<file path="src/rtl/typed_rr_arbiter.sv">
// Packet-granular round-robin arbiter: NUM_REQ typed valid/ready sources share one
// registered output stage, and a grant is held from first beat through the last beat.
module typed_rr_arbiter #(
    parameter type TYPE_T = logic [255:0],
    parameter int NUM_REQ = 4,
    localparam int SRC_W = (NUM_REQ > 1) ? $clog2(NUM_REQ) : 1
) (
    input  logic               clk,
    input  logic               rst_n,
    input  TYPE_T              in_data [NUM_REQ],
    input  logic [NUM_REQ-1:0] in_valid,
    input  logic [NUM_REQ-1:0] in_last,
    output logic [NUM_REQ-1:0] in_ready,
    output TYPE_T              out_data,
    output logic               out_valid,
    output logic               out_last,
    output logic [SRC_W-1:0]   out_src,
    input  logic               out_ready
);

    typedef enum logic {IDLE, LOCKED} state_t;

    state_t           state;
    logic [SRC_W-1:0] rr_ptr;
    logic [SRC_W-1:0] grant;
    logic [SRC_W-1:0] winner;
    logic [SRC_W-1:0] ptr_after;
    logic             any_valid;
    logic             found;
    logic             out_free;
    logic             accept;
    int               cand;

    // Rotating priority search: first valid requester at or above rr_ptr, wrapping.
    always_comb begin
        winner = rr_ptr;
        found  = 1'b0;
        cand   = 0;
        for (int i = 0; i < NUM_REQ; i++) begin
            cand = int'(rr_ptr) + i;
            if (cand >= NUM_REQ) cand = cand - NUM_REQ;
            if (!found && in_valid[cand]) begin
                winner = SRC_W'(cand);
                found  = 1'b1;
            end
        end
    end

    assign any_valid = |in_valid;
    assign out_free  = !out_valid || out_ready;
    assign accept    = (state == LOCKED) && in_valid[grant] && out_free;
    assign ptr_after = (int'(grant) == NUM_REQ - 1) ? '0 : grant + SRC_W'(1);

    always_comb begin
        in_ready = '0;
        if (state == LOCKED) in_ready[grant] = out_free;
    end

    // Arbitration FSM and output register; a refill in the same cycle as an
    // output handshake keeps a packet streaming at full rate.
    always_ff @(posedge clk or negedge rst_n) begin
        if (!rst_n) begin
            state     <= IDLE;
            rr_ptr    <= '0;
            grant     <= '0;
            out_data  <= '0;
            out_valid <= 1'b0;
            out_last  <= 1'b0;
            out_src   <= '0;
        end else begin
            case (state)
                IDLE: begin
                    if (any_valid) begin
                        grant <= winner;
                        state <= LOCKED;
                    end
                end
                LOCKED: begin
                    if (accept && in_last[grant]) begin
                        state  <= IDLE;
                        rr_ptr <= ptr_after;
                    end
                end
                default: state <= IDLE;
            endcase

            if (accept) begin
                out_data  <= in_data[grant];
                out_last  <= in_last[grant];
                out_src   <= grant;
                out_valid <= 1'b1;
            end else if (out_valid && out_ready) begin
                out_valid <= 1'b0;
            end
        end
    end

endmodule

</file>
<file path="config.mk">
export PLATFORM = sky130hd
export DESIGN_NAME = typed_rr_arbiter
export DESIGN_NICKNAME = d
export VERILOG_FILES = /design/src/rtl/typed_rr_arbiter.sv
export SDC_FILE = /design/constraint.sdc
export NUM_CORES = 1
export LEC_CHECK = 0
export CAP_MARGIN = 20
export CORE_AREA = 2 2 504 506
export DETAILED_ROUTE_END_ITERATION = 16
export DIE_AREA = 0 0 506 508
export GPL_ROUTABILITY_DRIVEN = 0
export HOLD_SLACK_MARGIN = 0.05
export PLACE_DENSITY_LB_ADDON = 0.05
export SYNTH_ARGS = -nofsm -noshare
export SYNTH_HDL_FRONTEND = slang
export SYNTH_SLANG_ARGS = --single-unit
</file>
<file path="constraint.sdc">
create_clock -name clk -period 2.3 [get_ports clk]
set_clock_uncertainty 0.1 [all_clocks]
set_input_delay 0.46 -clock clk [delete_from_list [all_inputs] [get_ports clk]]
set_output_delay 0.46 -clock clk [all_outputs]
set_load 0.02 [all_outputs]
</file>
# Word-level counts from Yosys, hierarchy flattened
# Cells that the tools add are included.
# Widths: inputs -> output; s select.
# classes
n_addsub	8
n_lt_le_gt_ge	11
eq_ne	1
mux	39
n_bitwise	3
n_reduce_logical	17
# ops
operator	count
$bmux 256 s2	1
$mux 256	2
$lt 32x4->1 const B	4
$mux 32	4
$mux 1	18
$bmux 1 s2	6
$ge 3x3->1 const B	4
$sub 3x3->4 const B	3
$mux 2	5
$logic_and 1x1->1	8
$add 2x2->3 const B	2
$and 4x4->4	1
$logic_not 1->1	4
$mux 4	1
$reduce_and 2->1	2
$reduce_or 4->1	1
$sub 2x3->4 const B	1
$add 2x1->3 const B	1
$ge 2x3->1 const B	1
$lt 2x3->1 const B	1
$not 2->3	1
$add 2x1->2 const B	1
$demux 1 s2	1
$eq 2x1->1 const B	1
other kinds (5)	5
# totals
register_bits	265
inputBits	1035
out_inout_bits	264
word_cells	86

# Logic depth before layout (Yosys ltp)
# depth
ltp_word	15
depth_mapped	7
ltp_nobuf	4

# Worst setup path after synthesis
# OpenSTA, ideal clock, no wires.
# synth_timing
path_type	reg2out
from	reg grant[0]
to	out in_ready[2]
arrival_ps	1650
t_required_ps	1740
path_slack_ps	90
path_stages_with_launch	7
path_buffers	3
path_cell_list	dfrtp_1 > buf_2 > buf_2 > buf_2 > inv_1 > ha_1 > and3_1
# synth_via
elab_chain_len	6
elab_cells_between_ends	7
classes_between	order compare (2); mux (3); bitwise (1); reduce/logical (1)
# synth_rtl
element	line	text
start: declaration	25	logic [SRC_W-1:0] grant;
start signal: assignment	74	grant <= winner;
$lt 2x3->1 (implied by the code) / $ge 2x1->1 (equally long branches)	56	if (state == LOCKED) in_ready[grant] = out_free;
$logic_and 1x1->1 (implied by the code)	56	
$mux 1 (implied by the code)	56	
$demux 1 s2 *	56	
$and 4x4->4 (no source line) *	-	
$mux 4 *	56	
end: declaration	13	output logic [NUM_REQ-1:0] in_ready,
# Every way passes the cells marked *; elsewhere a longest branch is shown, timed or not.

# Worst setup path in the final report
# layout_timing
from	reg grant[0]
to	reg out_data[129] (netlist name)
# layout_via
elab_chain_len	4
elab_cells_between_ends	8
classes_between	mux (5); bitwise (1); reduce/logical (2)
# layout_rtl
element	line	text
$not 2->3 (implied by the code) / $bmux 1 s2 (equally long branches)	88, 51	
$bmux 256 s2 / $mux 1 (equally long branches)	88, 51	
$mux 256 (implied by the code) / $logic_and 1x1->1 (equally long branches) (2 in series)	88, 51	
end signal: assignment	88	out_data <= in_data[grant];
end: declaration	14	output TYPE_T out_data,
# Parallel ways exist; a longest one is shown, timed or not. The select of a mux whose other input is x is not followed.
# A chain may end at the register's enable or synchronous reset.

==> results.txt <==
The run finished, with violations left. The checks that failed: setup timing. The total routing usage reported by global routing is 11.6%.

STA puts the critical path data required time at 2.70 ns. The number of placed I/O pins is between 1000 and 1500. For this run, the number of Yosys warnings is 0. The multiplexer area fraction after synthesis is between 50% and 60%. The flip-flop and latch count after synthesis came out at 265.

The part of the power in the clock network is 15.3%. The average cell area after synthesis is 17.7 um2. The number of global-route vias before repair came to 18000. The share of total power in combinational logic came out at between 60% and 70%. The number of distinct library cell variants in the gate-level netlist after synthesis is 27.

The number of routed nets with antenna violations came out at 0. Clock-pin slew was measured on the worst setup and hold paths at 0.06 ns. sky130_fd_sc_hd__dfrtp_1 takes more of the synthesized area than any other cell. Across the run, the number of max-cap violations was 0. The share of synthesized area occupied by flip-flops and latches came out at about two fifths.

The critical path capture point type is a register. The count of flip-flops with a built-in enable after synthesis came out at 0. The highest clock frequency the design can meet is 409 MHz. The internal power is 26.4 mW. The vertical die dimension is 508 um. The analysis attributes to cell leakage a power of 14.1 nW. The latest clock arrival within the worst-skew pair came out at 0.63 ns. The DRC marker count from the first detailed-route iteration came out at 463. The mapped netlist covers 0.0162 mm2.

The share of the synthesized area in the top cell type came out at 41.0%. The layout-stage area growth over the synthesis result is 128%. The path class of the tightest hold or removal check is primary input to async pin.

The most frequent cell after synthesis is sky130_fd_sc_hd__dfrtp_1. The count of final max-slew check failures is 0. The first global-routing pass estimated a little under 200 mm of wire. The switching fraction of total power is approximately 42%.

The buffer depth of the longest clock path came out at 3. The synthesized netlist devotes 0.534% of its cell area to compound gates. The fraction of synthesis flops using an asynchronous set or reset pin is 100%.

The switching power total came out at approximately 19 mW. The dominant combinational cell family by area after synthesis is multiplexers. The number of nets in the finished design is 3354. The final count of negative-setup-slack endpoints came out at 257.

Hold is met by 0.275 ns. The average via count per standard cell is 2.76. The quantity of I/O buffers inserted on ports came out at 1298. The power per cell area came out at approximately 1200 mW/mm2. The critical path is of the register to register type. The routed via count came out at roughly 16000. The number of design rule violations left after detail routing came out at 0.

The total grt overflow came out at 0. The clock drives about 270 sinks. The library cell used as clock root buffer is sky130_fd_sc_hd__clkbuf_16.

The number of antenna violations at the first check in global routing came to 78. The maximum vdd ir drop is 0.000612 V. The part of the total power dissipated in sequential elements is 19.9%. The placed wire-length estimate is 136 mm. The layout has 28100 filler cells. For the final routed database, the setup TNS stands at -22.65 ns. The most used flip-flop cell after synthesis is sky130_fd_sc_hd__dfrtp_1. The final hold violation count is 0. The routed length per instance came out at approximately 27 um. Yosys attributes the largest share of cell area to sky130_fd_sc_hd__dfrtp_1 (41%), sky130_fd_sc_hd__mux4_2 (36%), sky130_fd_sc_hd__mux2_1 (14%), sky130_fd_sc_hd__mux2_2 (3.5%), sky130_fd_sc_hd__buf_6 (1.6%). After floorplanning, the core was divided into 185 placement rows. The TritonCTS clock tree is yes. The number of clock buffers inserted by TritonCTS is 43. The worst setup path is launched from a register. The post-synthesis xor/xnor area fraction came out at 0%. The minimum period implied by the final worst setup slack came out at 2.45 ns.

The die is 506 um wide. The pin count of the biggest net entering global routing is 53. The setup slack after placement came out at -0.437 ns. The largest fanout of any net on the critical path is 21. The transition time of the tightest slew-check pin is 0.661 ns.

The worst max-slew margin expressed relative to the limit is 55.9%. After synthesis, the most frequently instantiated cells are sky130_fd_sc_hd__dfrtp_1 (265), sky130_fd_sc_hd__mux4_2 (258), sky130_fd_sc_hd__mux2_1 (207), sky130_fd_sc_hd__mux2_2 (51), sky130_fd_sc_hd__buf_2 (32). The post-placement cell count is 5607. Cells with a size suffix above 1 make up roughly 28% of the layout. Measured in cells, the most critical reg-to-reg path has a length of 6. The area share of and/or/nand/nor cells after synthesis came out at less than 1%. STA puts the critical path data arrival time at 2.85 ns. The standard cell core area came out at roughly 0.25 mm2.

The wire length reported by the detailed router is 157 mm. After Yosys synthesis, full adders, half adders and majority gates account for 0.309% of the synthesized area. The slack of the critical path is -0.147 ns. Setup repair after global routing could not meet its margin everywhere. The final worst-path cycle share is 106%. The number of cells produced by synthesis came out at 916. The synthesized net count came out at 1955. The final cell count without fillers came out at ~5700. The number of optimization iterations in the first detailed-route pass is 4. The starting density of the core is 6.41%. The H-tree level count came out at 2.

The area of the die came out at 0.257 mm2.
-- layout make-up --
type | count | area, um2 | area share [%]
clock inverter | 20 | 230 | 0.625
multi-input combinational | 559 | 9470 | 25.7
tap | 3366 | 4210 | 11.4
clock buffer | 57 | 1210 | 3.29
sequential | 265 | 6650 | 18.1
timing repair buffer | 1442 | 15000 | 40.7
antenna | 12 | 30.0 | 0.0816
inverter | 4 | 15.0 | 0.0408
-- power by group through the flow --
stage               Combinational [mW]  Clock, mW  Sequential (mW)
floorplan                         10.2          0             11.3
global placement                  27.8          0             9.31
detailed placement                27.9          0             9.29
CTS                               28.2       7.43             9.21
global route                      31.6       7.57             9.49
finish                            29.5       6.94             9.07
-- worst paths after layout --
check	startpoint	end	slack, ns
hold / removal	rst_n	out_data[141]$_DFFE_PN0P_	0.28
hold reg to reg	out_data[66]$_DFFE_PN0P_	out_data[66]$_DFFE_PN0P_	0.39
setup / recovery	grant[0]$_DFFE_PN0P_	out_data[129]$_DFFE_PN0P_	-0.15
max in group asynchronous	rst_n	out_data[105]$_DFFE_PN0P_	1.09
setup reg to reg	grant[0]$_DFFE_PN0P_	out_data[129]$_DFFE_PN0P_	-0.15
min in group clk	out_data[66]$_DFFE_PN0P_	out_data[66]$_DFFE_PN0P_	0.39
-- cells in the final DEF (no fill, tap or decap), drive strengths merged, types with 2 or more instances in the layout --
cell | synthesis | routed
dfrtp | 265 | 265
mux4 | 258 | 258
nor2 | 2 | 2
clkbuf | 30 | 66
diode | 0 | 12
clkinv | 0 | 11
ha | 4 | 4
nor2b | 2 | 2
bufinv | 0 | 4
dlymetal6s2s | 0 | 94
mux2i | 2 | 2
nand2 | 8 | 8
a21oi | 5 | 5
buf | 58 | 155
clkinvlp | 0 | 3
dlygate4sd2 | 0 | 47
mux2 | 258 | 258
o21ai | 5 | 5
nand2b | 3 | 3
clkdlybuf4s50 | 0 | 1136
inv | 4 | 6
and3 | 4 | 4
-- stage by stage --
stage	util [%]	total power [mW]	cell area, um2
finish	14.6	45.5	36800
global route	14.6	48.7	36800
CTS	14.1	44.9	35600
detailed placement	13.5	37.1	34000
global placement	13.5	37.1	34000
floorplan	-	21.5	16200
-- state kept, by name (all words and copies together), names as in the netlist --
name,flops
out_data,256
grant,2
out_src,2
rr_ptr,2
out_last,1
out_valid,1
state,1
-- kinds of logic (layout without fill, tap and decap cells) --
family,count (synthesis),in the layout
buffers and inverters,92,1523
DFF,265,265
muxes,518,518
and+or+nand+nor,22,22
adders and majority gates,4,4
AOI/OAI and AO/OA,15,15
other,0,12
-- metal layers --
layer  track usage, %  part of all wire (%)  vias to the layer above
met5                0                  0.22                        -
met4             1.81                   1.6                       18
met3             5.86                    11                      157
met2             21.4                    52                      990
met1             11.8                    35                     7990
li1                 -                     -                     6626
-- what timing repair did --
action / in CTS / in global routing
hold buffers: 1 / 0
endpoints found under the hold margin: 27 / 0
setup buffers: 4 / 12
endpoints found under the setup margin: 393 / 353
cloned: 2 / 11
gates resized for setup: 91 / 256
pin swaps: 0 / 3
-- worst max-delay path, stage by stage, from the launching register on --
cell,delay [ns]
sky130_fd_sc_hd__dfrtp_4,0.46
sky130_fd_sc_hd__buf_8,0.13
sky130_fd_sc_hd__mux4_2,0.59
sky130_fd_sc_hd__nand3_4,0.19
sky130_fd_sc_hd__buf_16,0.20
sky130_fd_sc_hd__buf_16,0.21
sky130_fd_sc_hd__mux2_1,0.34
No activity file was read; power rests on OpenSTA's default activity.
